<file path="src/rtl/fetch_unit.sv">
// Instruction fetch: owns fetch PC, reads imem, queues words for decode in a 2-entry FIFO.
// Latency: request in n, 1-cycle imem response in n+1, instr_valid in n+2 (registered FIFO head).
// Backpressure: requests are credit-limited to 2 outstanding+buffered; decode_ready low stalls the head.
module fetch_unit #(
    parameter int              XLEN       = 32,
    parameter int              ADDR_WIDTH = 9,
    parameter logic [XLEN-1:0] RESET_PC   = '0
) (
    input  logic                  clk,
    input  logic                  rst,
    output logic                  imem_req_valid,
    input  logic                  imem_req_ready,
    output logic [ADDR_WIDTH-1:0] imem_addr,
    input  logic                  imem_rsp_valid,
    input  logic [XLEN-1:0]       imem_rsp_data,
    input  logic                  redirect_valid,
    input  logic [XLEN-1:0]       redirect_pc,
    output logic                  instr_valid,
    input  logic                  decode_ready,
    output logic [XLEN-1:0]       instr,
    output logic [XLEN-1:0]       instr_pc,
    output logic [XLEN-1:0]       pc_plus4
);

    logic [XLEN-1:0] fetch_pc;
    logic [XLEN-1:0] buf_instr [2];
    logic [XLEN-1:0] buf_pc    [2];
    logic            rd_ptr;
    logic [1:0]      buf_cnt;
    logic [XLEN-1:0] pcq [2];
    logic            pcq_head;
    logic [1:0]      live_cnt;
    logic [2:0]      drop_cnt;

    logic       pop;
    logic [2:0] occ;
    logic       req_fire;
    logic       rsp_drop;
    logic       push;
    logic       buf_nonempty;
    logic       unused_redirect_lsbs;

    assign unused_redirect_lsbs = ^redirect_pc[1:0];

    assign buf_nonempty   = (buf_cnt != 2'd0);
    assign instr_valid    = buf_nonempty & ~redirect_valid;
    assign pop            = instr_valid & decode_ready;
    assign occ            = {1'b0, live_cnt} + {1'b0, buf_cnt} - {2'b00, pop};
    assign imem_req_valid = ~rst & ~redirect_valid & (occ < 3'd2);
    assign req_fire       = imem_req_valid & imem_req_ready;
    assign imem_addr      = fetch_pc[ADDR_WIDTH+1:2];

    // Responses owed to pre-redirect requests are swallowed before any live one.
    assign rsp_drop = imem_rsp_valid & (drop_cnt != 3'd0);
    assign push     = imem_rsp_valid & (drop_cnt == 3'd0) & ~redirect_valid;

    assign instr    = buf_nonempty ? buf_instr[rd_ptr] : '0;
    assign instr_pc = buf_nonempty ? buf_pc[rd_ptr] : '0;
    assign pc_plus4 = buf_nonempty ? buf_pc[rd_ptr] + XLEN'(4) : '0;

    always_ff @(posedge clk or posedge rst) begin
        if (rst) begin
            fetch_pc <= RESET_PC;
            rd_ptr   <= 1'b0;
            buf_cnt  <= 2'd0;
            pcq_head <= 1'b0;
            live_cnt <= 2'd0;
            drop_cnt <= 3'd0;
            for (int i = 0; i < 2; i++) begin
                buf_instr[i] <= '0;
                buf_pc[i]    <= '0;
                pcq[i]       <= '0;
            end
        end else if (redirect_valid) begin
            fetch_pc <= {redirect_pc[XLEN-1:2], 2'b00};
            buf_cnt  <= 2'd0;
            live_cnt <= 2'd0;
            // Every outstanding request becomes stale; a response this cycle retires one of them.
            drop_cnt <= drop_cnt + {1'b0, live_cnt} - {2'b00, imem_rsp_valid};
        end else begin
            if (req_fire) begin
                fetch_pc                        <= fetch_pc + XLEN'(4);
                pcq[pcq_head + live_cnt[0]]     <= fetch_pc;
            end
            if (rsp_drop) begin
                drop_cnt <= drop_cnt - 3'd1;
            end
            if (push) begin
                buf_instr[rd_ptr + buf_cnt[0]] <= imem_rsp_data;
                buf_pc[rd_ptr + buf_cnt[0]]    <= pcq[pcq_head];
                pcq_head                       <= ~pcq_head;
            end
            if (pop) begin
                rd_ptr <= ~rd_ptr;
            end
            live_cnt <= live_cnt + {1'b0, req_fire} - {1'b0, push};
            buf_cnt  <= buf_cnt + {1'b0, push} - {1'b0, pop};
        end
    end

endmodule

</file>
<file path="config.mk">
export PLATFORM = sky130hd
export DESIGN_NAME = fetch_unit
export DESIGN_NICKNAME = d
export VERILOG_FILES = /design/src/rtl/fetch_unit.sv
export SDC_FILE = /design/constraint.sdc
export NUM_CORES = 1
export LEC_CHECK = 0
export CAP_MARGIN = 10
export CORE_UTILIZATION = 49
export CTS_CLUSTER_SIZE = 25
export DETAILED_ROUTE_END_ITERATION = 10
export PLACE_DENSITY = 0.84
export SYNTH_ARGS = -nofsm -noshare
export SYNTH_HDL_FRONTEND = slang
export SYNTH_SLANG_ARGS = --single-unit
</file>
<file path="constraint.sdc">
create_clock -name clk -period 8 [get_ports clk]
set_clock_uncertainty 0.15 [all_clocks]
set_input_delay 1.6 -clock clk [delete_from_list [all_inputs] [get_ports clk]]
set_output_delay 1.6 -clock clk [all_outputs]
set_load 0.05 [all_outputs]
</file>
==> results of run 1 <==
-- worst register-to-register path, stage by stage, from the launching register on --
cell and delay, ns:
dfrtp_1 0.45, or2_2 0.53, and3_1 0.36, ha_1 0.30, nand2b_1 0.15, fa_1 0.48
nor3b_1 0.17, and3_1 0.21, buf_4 0.21, inv_1 0.71, or2_2 0.79, mux2_2 0.44
-- power by group --
part	total (mW)	internal, mW	switching, mW
clock	1.16	0.722	0.438
sequential	1.92	1.56	0.350
combinational	1.48	0.682	0.802
total	4.56	2.97	1.59
-- per-stage QoR --
step | worst slack (ns) | cells | power (mW) | hold WS [ns]
5_1_grt | 1.34 | 1560 | 4.81 | 0.355
3_5_place_dp | 1.72 | 1517 | 3.39 | 0.320
3_3_place_gp | 1.74 | 1517 | 3.30 | 0.307
6_report | 1.47 | 1560 | 4.56 | 0.326
2_1_floorplan | 0.144 | 1111 | 2.98 | 0.294
4_1_cts | 1.62 | 1560 | 4.57 | 0.333
-- registers in the layout, summed over array words and instances (netlist names) --
register	flops
buf_pc	60
drop_cnt	3
fetch_pc	30
buf_cnt	2
buf_instr	64
rd_ptr	1
live_cnt	2
pcq	60
pcq_head	1
-- final cells by class --
cell class | instances | share of cell area
Clock buffer | 37 | 0.0520
Clock inverter | 6 | 0.00766
Sequential cell | 223 | 0.398
Inverter | 24 | 0.00695
Tap cell | 313 | 0.0279
Multi-Input combinational cell | 777 | 0.382
Timing Repair Buffer | 180 | 0.126
-- path summary, 6_finish.rpt --
kind | to | slack (ns) | startpoint | depth (start not counted)
max reg2reg | pcq[56] | 2.93 | buf_cnt[1] | 11
min | buf_pc[16] | 0.33 | buf_pc[16] | 2
max | pc_plus4[28] | 1.47 | rd_ptr | 6
min reg2reg | buf_pc[16] | 0.33 | buf_pc[16] | 2
max in group asynchronous | buf_instr[33] | 4.48 | rst | 3
min in group asynchronous | fetch_pc[4] | 1.60 | rst | 2
-- layout by cell type (no fill, tap or decap), drive strengths merged, types with 10 or more instances in the layout --
cell,netlist,routed
and3,12,12
clkbuf,55,37
buf,32,11
nand2,130,130
nor4,10,10
nor3,14,14
ha,13,13
and2,15,15
o21ai,110,110
clkdlybuf4s50,0,169
inv,24,24
mux2i,88,88
mux2,117,117
xnor2,14,14
nand4,19,19
dfrtp,223,223
nor2,95,95
nand3,28,28
-- logic make-up after synthesis --
kind of cell,Yosys count
and+or+nand+nor,357
DFF,223
muxes,205
AOI/OAI and AO/OA,174
buffers and inverters,111
xor gates and xnor gates,22
adders and majority gates,15
other,1
-- metal layers --
layer  routed length (um)  GRT usage
met1                12800      0.334
met3                 2170     0.0446
met2                13000      0.385
met5                    0          0
met4                  354     0.0514
==> flow_summary.html, run 1 <==
<table>
<tr><th>Metric</th><th>Value</th></tr>
<tr><th colspan="2">Outcome</th></tr>
<tr><td>Outcome</td><td>finished clean</td></tr>
<tr><th colspan="2">Synthesis</th></tr>
<tr><td>XOR/XNOR Fraction of Synth Area</td><td>0.0169</td></tr>
<tr><td>Synth unique cells</td><td>59</td></tr>
<tr><td>Yosys reg bits</td><td>223</td></tr>
<tr><td>Top post-synthesis cells by area</td><td>dfrtp_1 49%, mux2_2 12%, mux2i_1 7.7%</td></tr>
<tr><td>Post-synth top area share</td><td>0.489</td></tr>
<tr><td>Synth warnings</td><td>0</td></tr>
<tr><td>Adder and majority cell fraction of the synthesized area</td><td>0.0177</td></tr>
<tr><td>Most repeated cell in the gate-level netlist after synthesis</td><td>dfrtp_1</td></tr>
<tr><td>Top cells by count, synth</td><td>223 x dfrtp_1, 130 x nand2_1, 117 x mux2_2</td></tr>
<tr><td>Combinational family with the most area after synthesis</td><td>multiplexers</td></tr>
<tr><td>Cell type contributing the most total cell area after synthesis</td><td>dfrtp_1</td></tr>
<tr><td>Most used flip-flop cell after synthesis</td><td>dfrtp_1</td></tr>
<tr><td>Proportion of synthesized flip-flops having asynchronous set or reset</td><td>1.00</td></tr>
<tr><td>Mux contribution to synthesized area</td><td>0.192</td></tr>
<tr><td>Number of flops mapped to enable cells by yosys</td><td>0</td></tr>
<tr><td>Cell count after synthesis</td><td>1,108</td></tr>
<tr><td>Cell Area, Synth</td><td>11,400 um2</td></tr>
<tr><td>Share of synthesized cell area in and, or, nand and nor gates</td><td>0.147</td></tr>
<tr><td>Compound-cell area share of the yosys netlist</td><td>0.0929</td></tr>
<tr><td>Syn Area/Cell</td><td>10.3 um2</td></tr>
<tr><td>Fraction of the yosys area taken by sequential cells</td><td>0.489</td></tr>
<tr><th colspan="2">Floorplanning</th></tr>
<tr><td>Width of the die</td><td>155 um</td></tr>
<tr><td>Placeable core area</td><td>22,800 um2</td></tr>
<tr><td>Cell row count</td><td>55</td></tr>
<tr><td>Initial core utilization</td><td>0.501</td></tr>
<tr><td>Number of top-level design ports</td><td>177</td></tr>
<tr><td>Vert. Die Dim</td><td>155 um</td></tr>
<tr><td>Area of the die</td><td>23,900 um2</td></tr>
<tr><th colspan="2">Power and ir drop</th></tr>
<tr><td>Pleak</td><td>6.24 nW</td></tr>
<tr><td>VDD IR max</td><td>0.184 mV</td></tr>
<tr><td>Pwr dens</td><td>325 nW/um2</td></tr>
<tr><th colspan="2">Route</th></tr>
<tr><td>Number of remaining DRC errors</td><td>0</td></tr>
<tr><td>Starting DRT DRC Count</td><td>736</td></tr>
<tr><td>Detailed-routing iteration count for the pre-antenna-repair pass</td><td>5</td></tr>
<tr><td>Vias per cell</td><td>5.75</td></tr>
<tr><td>Average detailed-routed wire length per instance</td><td>18.2 um</td></tr>
<tr><td>Final routed wirelength across all metal layers</td><td>28,400 um</td></tr>
<tr><td>Vias after detailed routing</td><td>8,971</td></tr>
<tr><td>Post-detailed-route count of antenna-violating nets</td><td>0</td></tr>
<tr><th colspan="2">Global routing</th></tr>
<tr><td>Total track usage</td><td>0.238</td></tr>
<tr><td>Number of antenna violations at the first check in global routing</td><td>0</td></tr>
<tr><td>Total congestion overflow after global routing</td><td>0</td></tr>
<tr><td>Global-route wire length before repair</td><td>45,700 um</td></tr>
<tr><td>Number of global-route vias before repair</td><td>8,650</td></tr>
<tr><td>Largest net degree at the start of global routing</td><td>143</td></tr>
<tr><th colspan="2">Timing</th></tr>
<tr><td>Final Hold Violating Endpoints</td><td>0</td></tr>
<tr><td>Maximum frequency from static timing analysis</td><td>153 MHz</td></tr>
<tr><td>Post-route fraction of the period consumed by the critical path</td><td>0.816</td></tr>
<tr><td>Final critical path time including I/O delays and setup</td><td>6.53 ns</td></tr>
<tr><td>Slew of the pin with the lowest slew margin</td><td>1.04 ns</td></tr>
<tr><td>Fin Setup TNS</td><td>0 ns</td></tr>
<tr><td>Slew Limit Headroom</td><td>0.308</td></tr>
<tr><td>Setup violations, final</td><td>0</td></tr>
<tr><td>RSZ-0062 raised after global routing</td><td>false</td></tr>
<tr><td>Max Slew Vio Count</td><td>0</td></tr>
<tr><th colspan="2">Placement</th></tr>
<tr><td>Post-Place Cell Area</td><td>13,200 um2</td></tr>
<tr><td>Gp weighted congestion</td><td>0.859</td></tr>
<tr><td>Final HPWL from detailed placement</td><td>18,800 um</td></tr>
<tr><td>Port buffer count</td><td>170</td></tr>
<tr><th colspan="2">Worst setup path</th></tr>
<tr><td>Highest net fanout along the worst path</td><td>68</td></tr>
<tr><td>Largest stage delay on the critical path</td><td>1.02 ns</td></tr>
<tr><td>Crit path buf inv count</td><td>1</td></tr>
<tr><td>Critical Path End Type</td><td>output pin</td></tr>
<tr><td>Largest delay contributor family on the critical path</td><td>simple AND/OR/NAND/NOR gates</td></tr>
<tr><td>CP required</td><td>6.25 ns</td></tr>
<tr><td>Cell Chain, Critical Path</td><td>nand3_1 -&gt; a22oi_1 -&gt; nand4_1 -&gt; nor4b_1 -&gt; mux2_2 -&gt; clkdlybuf4s50_1</td></tr>
<tr><td>Arrival @ worst endpoint</td><td>4.78 ns</td></tr>
<tr><td>Worst path slowest cell</td><td>dfrtp_4</td></tr>
<tr><td>CP startpoint kind</td><td>flop</td></tr>
<tr><td>Critical Setup Path Class</td><td>flop to output pin</td></tr>
<tr><th colspan="2">Clocking</th></tr>
<tr><td>Clock edge transition at the registers on the reported setup and hold paths</td><td>0.06 ns</td></tr>
<tr><td>Number of buffers on the longest clock path</td><td>3</td></tr>
<tr><td>Setup bufs post-CTS</td><td>0</td></tr>
<tr><td>CTS tree</td><td>done</td></tr>
<tr><td>Post-cts gate resize count</td><td>0</td></tr>
<tr><td>Worst-skew pair later-pin latency</td><td>0.52 ns</td></tr>
<tr><td>Number of buffers inserted during clock tree synthesis</td><td>24</td></tr>
<tr><td>CTS root buf</td><td>clkbuf_16</td></tr>
<tr><td>Total number of H-tree levels</td><td>1</td></tr>
<tr><td>Post-CTS Hold Fix Bufs</td><td>0</td></tr>
<tr><td>Clock sink count</td><td>223</td></tr>
<tr><th colspan="2">Final layout</th></tr>
<tr><td>Post-layout net count</td><td>1,315</td></tr>
<tr><td>Share of post-route cells with drive strength above 1</td><td>0.143</td></tr>
<tr><td>Area of all sequential standard cells</td><td>5580 um2</td></tr>
<tr><td>Synthesis-to-finish area growth</td><td>22.9%</td></tr>
<tr><td>Antenna fix cells</td><td>0</td></tr>
<tr><td>Area taken by multi-input logic gates</td><td>5360 um2</td></tr>
<tr><td>Post-route cell area</td><td>14,000 um2</td></tr>
<tr><td>Utilization after layout</td><td>0.616</td></tr>
<tr><td>Number of inserted filler cells in the final layout</td><td>1,799</td></tr>
<tr><th colspan="2">Hold path</th></tr>
<tr><td>Tightest Hold Check Type</td><td>flop to flop</td></tr>
<tr><th colspan="2">Job</th></tr>
<tr><td>Max-cap violations</td><td>0</td></tr>
</table>
Note: power is estimated with default switching activity, not from simulation.
==> inputs of run 2 (changes only) <==
Settings changed: CORE_UTILIZATION 49 to 55, PLACE_DENSITY 0.84 to 0.88.
Clock period 8 ns to 6.8 ns, I/O delays scaled along.
==> run 2 against run 1 <==
Compared with the run above:
- via count down 0.38%
- critical path depth up 1
- cell count down 2.6%
- global-route usage up 3.3 points
- clock power up 4%
- largest cell class unchanged
- sequential power up 18%
- register-to-register slack worse by 0.66 ns
- core utilization up 6.9 points
- die area down 11%
- first-iteration DRC count down 25%
- sequential share of layout area up 0.35 points
- wire length up 0.32%
==> flow_summary.html, run 2 (synthesis results as in run 1) <==
<table>
<tr><th>Metric</th><th>Value</th></tr>
<tr><th colspan="2">Timing</th></tr>
<tr><td>Fin Setup TNS</td><td>0 ns</td></tr>
<tr><td>Maximum frequency from static timing analysis</td><td>166 MHz</td></tr>
<tr><td>Slew of the pin with the lowest slew margin</td><td>1.04 ns</td></tr>
<tr><td>Slew Limit Headroom</td><td>0.303</td></tr>
<tr><td>Worst hold slack after final layout</td><td>0.325 ns</td></tr>
<tr><td>RSZ-0062 raised after global routing</td><td>false</td></tr>
<tr><td>Final critical path time including I/O delays and setup</td><td>6.03 ns</td></tr>
<tr><td>Setup violations, final</td><td>0</td></tr>
<tr><td>Post-route fraction of the period consumed by the critical path</td><td>0.887</td></tr>
<tr><td>Max Slew Vio Count</td><td>0</td></tr>
<tr><td>Final Hold Violating Endpoints</td><td>0</td></tr>
<tr><th colspan="2">Route</th></tr>
<tr><td>Detailed-routing iteration count for the pre-antenna-repair pass</td><td>5</td></tr>
<tr><td>Number of remaining DRC errors</td><td>0</td></tr>
<tr><td>Post-detailed-route count of antenna-violating nets</td><td>0</td></tr>
<tr><td>Average detailed-routed wire length per instance</td><td>18.8 um</td></tr>
<tr><td>Vias after detailed routing</td><td>8,937</td></tr>
<tr><td>Final routed wirelength across all metal layers</td><td>28,500 um</td></tr>
<tr><td>Starting DRT DRC Count</td><td>554</td></tr>
<tr><td>Vias per cell</td><td>5.88</td></tr>
<tr><th colspan="2">Worst setup path</th></tr>
<tr><td>FF-to-FF Start</td><td>buf_cnt[0]</td></tr>
<tr><td>Worst setup path start</td><td>rd_ptr</td></tr>
<tr><td>Highest net fanout along the worst path</td><td>65</td></tr>
<tr><td>CP startpoint kind</td><td>flop</td></tr>
<tr><td>CP required</td><td>5.29 ns</td></tr>
<tr><td>Critical Setup Path Class</td><td>flop to output pin</td></tr>
<tr><td>Critical Path End Type</td><td>output pin</td></tr>
<tr><td>Arrival @ worst endpoint</td><td>4.52 ns</td></tr>
<tr><th colspan="2">Final layout</th></tr>
<tr><td>Number of flip-flops in the largest register</td><td>64</td></tr>
<tr><td>Share of post-route cells with drive strength above 1</td><td>0.144</td></tr>
<tr><td>Post-route cell area</td><td>13,900 um2</td></tr>
<tr><td>Commonest cells after routing, fill and taps aside</td><td>222 x dfrtp_1, 169 x clkdlybuf4s50_1, 129 x nand2_1</td></tr>
<tr><td>Antenna fix cells</td><td>0</td></tr>
<tr><td>Register with the most flip-flops</td><td>buf_instr</td></tr>
<tr><td>Largest regs</td><td>buf_instr x64, buf_pc x60, pcq x60</td></tr>
<tr><td>Utilization after layout</td><td>0.686</td></tr>
<tr><td>Post-layout net count</td><td>1,319</td></tr>
<tr><td>Synthesis-to-finish area growth</td><td>21.9%</td></tr>
<tr><td>Number of inserted filler cells in the final layout</td><td>1,461</td></tr>
<tr><td>Most common library cell in the layout ignoring fill and taps</td><td>dfrtp_1</td></tr>
<tr><th colspan="2">Clocking</th></tr>
<tr><td>Number of buffers on the longest clock path</td><td>3</td></tr>
<tr><td>CTS root buf</td><td>clkbuf_16</td></tr>
<tr><td>Total number of H-tree levels</td><td>1</td></tr>
<tr><td>Post-cts gate resize count</td><td>0</td></tr>
<tr><td>Setup bufs post-CTS</td><td>0</td></tr>
<tr><td>CTS tree</td><td>done</td></tr>
<tr><td>Clock edge transition at the registers on the reported setup and hold paths</td><td>0.06 ns</td></tr>
<tr><td>Number of buffers inserted during clock tree synthesis</td><td>23</td></tr>
<tr><td>Post-CTS Hold Fix Bufs</td><td>0</td></tr>
<tr><td>Clock sink count</td><td>223</td></tr>
<tr><td>Worst-skew pair later-pin latency</td><td>0.51 ns</td></tr>
<tr><th colspan="2">Global routing</th></tr>
<tr><td>Total track usage</td><td>0.271</td></tr>
<tr><td>Largest net degree at the start of global routing</td><td>166</td></tr>
<tr><td>Number of global-route vias before repair</td><td>8,971</td></tr>
<tr><td>Number of antenna violations at the first check in global routing</td><td>0</td></tr>
<tr><td>Global-route wire length before repair</td><td>46,300 um</td></tr>
<tr><td>Total congestion overflow after global routing</td><td>0</td></tr>
<tr><th colspan="2">Job</th></tr>
<tr><td>Max-cap violations</td><td>0</td></tr>
<tr><th colspan="2">Floorplanning</th></tr>
<tr><td>Vert. Die Dim</td><td>146 um</td></tr>
<tr><td>Number of top-level design ports</td><td>177</td></tr>
<tr><td>Placeable core area</td><td>20,300 um2</td></tr>
<tr><td>Width of the die</td><td>146 um</td></tr>
<tr><td>Initial core utilization</td><td>0.563</td></tr>
<tr><td>Area of the die</td><td>21,300 um2</td></tr>
<tr><td>Cell row count</td><td>52</td></tr>
<tr><th colspan="2">Power and ir drop</th></tr>
<tr><td>VDD IR max</td><td>0.269 mV</td></tr>
<tr><td>Pwr dens</td><td>375 nW/um2</td></tr>
<tr><td>Pleak</td><td>6.20 nW</td></tr>
<tr><th colspan="2">Placement</th></tr>
<tr><td>Port buffer count</td><td>170</td></tr>
<tr><td>Post-Place Cell Area</td><td>13,200 um2</td></tr>
<tr><td>Final HPWL from detailed placement</td><td>19,300 um</td></tr>
<tr><td>Gp weighted congestion</td><td>0.886</td></tr>
<tr><th colspan="2">Hold path</th></tr>
<tr><td>Tightest Hold Check Type</td><td>flop to flop</td></tr>
<tr><td>Startpoint of the tightest hold check path</td><td>buf_pc[41]</td></tr>
<tr><th colspan="2">Outcome</th></tr>
<tr><td>Outcome</td><td>finished clean</td></tr>
</table>
[run 2: worst max-delay path, stage by stage, from the launching register on]
cell and delay [ns]:
dfrtp_4 1.02, mux2_2 0.34, ha_1 0.22, and3_1 0.28
nand4_1 0.48, nor4b_1 0.52, mux2_2 0.38, clkdlybuf4s50_1 0.71
[run 2: area by class of cell]
class | count | area [um2] | area share
sequential | 223 | 5580 | 0.401
multi-input combinational | 777 | 5360 | 0.385
timing repair buffer | 185 | 1820 | 0.131
clock buffer | 33 | 653 | 0.0469
tap | 270 | 338 | 0.0243
inverter | 24 | 93.8 | 0.00674
clock inverter | 7 | 68.8 | 0.00494
[run 2: final timing paths]
| kind | end | slack [ns] | cells past startpoint |
|---|---|---|---|
| setup / recovery | pc_plus4[28] | 0.77 | 7 |
| hold / removal | buf_pc[41] | 0.33 | 2 |
| max in group asynchronous | pcq[3] | 3.73 | 4 |
| min in group asynchronous | fetch_pc[3] | 0.98 | 2 |
| hold reg to reg | buf_pc[41] | 0.33 | 2 |
| setup reg to reg | pcq[34] | 2.27 | 11 |
[run 2: per-stage QoR]
step	power (mW)	cells	setup WS (ns)
after floorplan	3.50	1111	1.70
after global routing	5.52	1519	0.603
after detailed placement	4.00	1479	1.04
final	5.22	1519	0.765
after CTS	5.24	1519	0.793
after global placement	3.89	1479	1.01
[run 2: report_power, final]
group	internal (mW)	leakage (nW)	switching, mW	total [mW]
registers	1.84	2.86	0.416	2.26
clock network	0.705	0.350	0.509	1.21
logic	0.809	2.99	0.945	1.75
[run 2: metal layers]
| metal | part of all wire | wire length, um | track usage | vias to the layer above |
|---|---|---|---|---|
| met4 | 0.018 | 520 | 0.0609 | 0 |
| met2 | 0.48 | 13700 | 0.461 | 385 |
| li1 | - | - | - | 4147 |
| met1 | 0.43 | 12200 | 0.367 | 4358 |
| met3 | 0.076 | 2160 | 0.0413 | 47 |
| met5 | 0 | 0 | 0 | - |
==> inputs of run 3 (changes only) <==
Settings changed: MAX_ROUTING_LAYER set to met4.
==> run 3 against run 2 <==
Compared with the run above:
- cell count is the same
- via count grew 0.57%
- wire length is essentially flat
- global-route usage grew 0.86 points
- combinational power is essentially flat
- hold slack lost 0.0011 ns
- core utilization is the same
- sequential power is essentially flat
- largest power group unchanged
- final area is the same
- count of clock-buffer cells in the layout is the same
- critical path depth is the same
- maximum frequency shrank 0.11%
- highest routed layer unchanged
- critical path type unchanged
==> flow_summary.html, run 3 (synthesis results as in run 1) <==
<table>
<tr><th>Metric</th><th>Value</th></tr>
<tr><th colspan="2">Outcome</th></tr>
<tr><td>Outcome</td><td>finished clean</td></tr>
<tr><th colspan="2">Timing</th></tr>
<tr><td>Setup violations, final</td><td>0</td></tr>
<tr><td>Final critical path time including I/O delays and setup</td><td>6.04 ns</td></tr>
<tr><td>Fin Setup TNS</td><td>0 ns</td></tr>
<tr><td>Max Slew Vio Count</td><td>0</td></tr>
<tr><td>Final Hold Violating Endpoints</td><td>0</td></tr>
<tr><td>Maximum frequency from static timing analysis</td><td>166 MHz</td></tr>
<tr><td>RSZ-0062 raised after global routing</td><td>false</td></tr>
<tr><td>Slew of the pin with the lowest slew margin</td><td>1.05 ns</td></tr>
<tr><td>Post-route fraction of the period consumed by the critical path</td><td>0.888</td></tr>
<tr><td>Worst hold slack after final layout</td><td>0.324 ns</td></tr>
<tr><td>Slew Limit Headroom</td><td>0.299</td></tr>
<tr><td>Worst Setup Slack, final</td><td>0.759 ns</td></tr>
<tr><th colspan="2">Clocking</th></tr>
<tr><td>Clock sink count</td><td>223</td></tr>
<tr><td>Total number of H-tree levels</td><td>1</td></tr>
<tr><td>Post-cts gate resize count</td><td>0</td></tr>
<tr><td>Clock edge transition at the registers on the reported setup and hold paths</td><td>0.06 ns</td></tr>
<tr><td>Post-CTS Hold Fix Bufs</td><td>0</td></tr>
<tr><td>CTS tree</td><td>done</td></tr>
<tr><td>Number of buffers inserted during clock tree synthesis</td><td>23</td></tr>
<tr><td>Setup bufs post-CTS</td><td>0</td></tr>
<tr><td>Worst-skew pair later-pin latency</td><td>0.51 ns</td></tr>
<tr><td>CTS root buf</td><td>clkbuf_16</td></tr>
<tr><td>Number of buffers on the longest clock path</td><td>3</td></tr>
<tr><th colspan="2">Worst setup path</th></tr>
<tr><td>Register-to-Register Setup Slack</td><td>2.28 ns</td></tr>
<tr><td>Largest stage delay on the critical path</td><td>1.01 ns</td></tr>
<tr><td>Critical Path End Type</td><td>output pin</td></tr>
<tr><td>Crit path top cell by count</td><td>mux2_2</td></tr>
<tr><td>Highest net fanout along the worst path</td><td>65</td></tr>
<tr><td>Arrival @ worst endpoint</td><td>4.53 ns</td></tr>
<tr><td>Worst path slowest cell</td><td>dfrtp_4</td></tr>
<tr><td>Critical Setup Path Class</td><td>flop to output pin</td></tr>
<tr><td>CP required</td><td>5.29 ns</td></tr>
<tr><td>Cell Chain, Critical Path</td><td>mux2_2 -&gt; ha_1 -&gt; and3_1 -&gt; nand4_1 -&gt; nor4b_1 -&gt; mux2_2 -&gt; clkdlybuf4s50_1</td></tr>
<tr><td>CP startpoint kind</td><td>flop</td></tr>
<tr><th colspan="2">Route</th></tr>
<tr><td>Final routed wirelength across all metal layers</td><td>28,500 um</td></tr>
<tr><td>Vias after detailed routing</td><td>8,988</td></tr>
<tr><td>Vias per cell</td><td>5.92</td></tr>
<tr><td>Post-detailed-route count of antenna-violating nets</td><td>0</td></tr>
<tr><td>Average detailed-routed wire length per instance</td><td>18.7 um</td></tr>
<tr><td>Detailed-routing iteration count for the pre-antenna-repair pass</td><td>5</td></tr>
<tr><td>Number of remaining DRC errors</td><td>0</td></tr>
<tr><td>Starting DRT DRC Count</td><td>578</td></tr>
<tr><th colspan="2">Power and ir drop</th></tr>
<tr><td>Pwr dens</td><td>376 nW/um2</td></tr>
<tr><td>Total power</td><td>5.23 mW</td></tr>
<tr><td>Pleak</td><td>6.20 nW</td></tr>
<tr><td>VDD IR max</td><td>0.268 mV</td></tr>
<tr><th colspan="2">Floorplanning</th></tr>
<tr><td>Cell row count</td><td>52</td></tr>
<tr><td>Width of the die</td><td>146 um</td></tr>
<tr><td>Initial core utilization</td><td>0.563</td></tr>
<tr><td>Number of top-level design ports</td><td>177</td></tr>
<tr><td>Vert. Die Dim</td><td>146 um</td></tr>
<tr><td>Area of the die</td><td>21,300 um2</td></tr>
<tr><td>Placeable core area</td><td>20,300 um2</td></tr>
<tr><th colspan="2">Placement</th></tr>
<tr><td>Gp weighted congestion</td><td>0.901</td></tr>
<tr><td>Post-Place Cell Area</td><td>13,200 um2</td></tr>
<tr><td>Port buffer count</td><td>170</td></tr>
<tr><td>Placed cell count</td><td>1,479</td></tr>
<tr><td>Setup Slack @ Placement</td><td>1.04 ns</td></tr>
<tr><td>Final HPWL from detailed placement</td><td>19,300 um</td></tr>
<tr><th colspan="2">Final layout</th></tr>
<tr><td>Synthesis-to-finish area growth</td><td>21.9%</td></tr>
<tr><td>Share of post-route cells with drive strength above 1</td><td>0.144</td></tr>
<tr><td>Post-route cell area</td><td>13,900 um2</td></tr>
<tr><td>Antenna fix cells</td><td>0</td></tr>
<tr><td>Number of flip-flops in the largest register</td><td>64</td></tr>
<tr><td>Largest regs</td><td>buf_instr x64, buf_pc x60, pcq x60</td></tr>
<tr><td>Register with the most flip-flops</td><td>buf_instr</td></tr>
<tr><td>Non-filler cells in the finished layout</td><td>1,519</td></tr>
<tr><td>Post-layout net count</td><td>1,319</td></tr>
<tr><td>Most common library cell in the layout ignoring fill and taps</td><td>dfrtp_1</td></tr>
<tr><td>Commonest cells after routing, fill and taps aside</td><td>222 x dfrtp_1, 169 x clkdlybuf4s50_1, 129 x nand2_1</td></tr>
<tr><td>Utilization after layout</td><td>0.686</td></tr>
<tr><th colspan="2">Global routing</th></tr>
<tr><td>Total track usage</td><td>0.279</td></tr>
<tr><td>Number of antenna violations at the first check in global routing</td><td>0</td></tr>
<tr><td>Largest net degree at the start of global routing</td><td>166</td></tr>
<tr><td>Total congestion overflow after global routing</td><td>0</td></tr>
<tr><td>Global-route wire length before repair</td><td>46,300 um</td></tr>
<tr><td>Number of global-route vias before repair</td><td>8,957</td></tr>
<tr><th colspan="2">Job</th></tr>
<tr><td>Max-cap violations</td><td>0</td></tr>
<tr><th colspan="2">Hold path</th></tr>
<tr><td>Tightest Hold Check Type</td><td>flop to flop</td></tr>
</table>
==> run 3: critical path: cells and delay by family (launching register included) <==
| family | cells | cell delay (ns) |
|---|---|---|
| and+or+nand+nor | 3 | 1.28 |
| DFF | 1 | 1.01 |
| buffers and inverters | 1 | 0.72 |
| muxes | 2 | 0.71 |
| adders and majority gates | 1 | 0.22 |
==> run 3: cell type report <==
class	count	area [um2]
fill	1461	6380
sequential	223	5580
multi-input combinational	777	5360
timing repair buffer	185	1820
clock buffer	33	653
tap	270	338
inverter	24	93.8
clock inverter	7	68.8
==> run 3: path summary, 6_finish.rpt <==
kind                       startpoint  depth (start not counted)            end
max                            rd_ptr                          7   pc_plus4[28]
min                        buf_pc[41]                          2     buf_pc[41]
max reg2reg                buf_cnt[0]                         11        pcq[47]
min reg2reg                buf_pc[41]                          2     buf_pc[41]
max in group asynchronous         rst                          4  buf_instr[62]
min in group asynchronous         rst                          2    fetch_pc[3]
==> run 3: report_power, final <==
group	internal [mW]	leakage, nW	switching, mW	total [mW]
Clock	0.705	0.350	0.508	1.21
Combinational	0.809	2.99	0.947	1.76
Sequential	1.84	2.86	0.416	2.26
==> run 3: per-layer routing <==
| layer | part of all wire | wire length, um | GRT usage | vias up |
|---|---|---|---|---|
| li1 | - | - | - | 4157 |
| met2 | 0.48 | 13600 | 0.460 | 372 |
| met3 | 0.073 | 2070 | 0.0397 | 43 |
| met1 | 0.43 | 12400 | 0.370 | 4416 |
| met4 | 0.017 | 480 | 0.0594 | 0 |
| met5 | 0 | 0 | - | - |
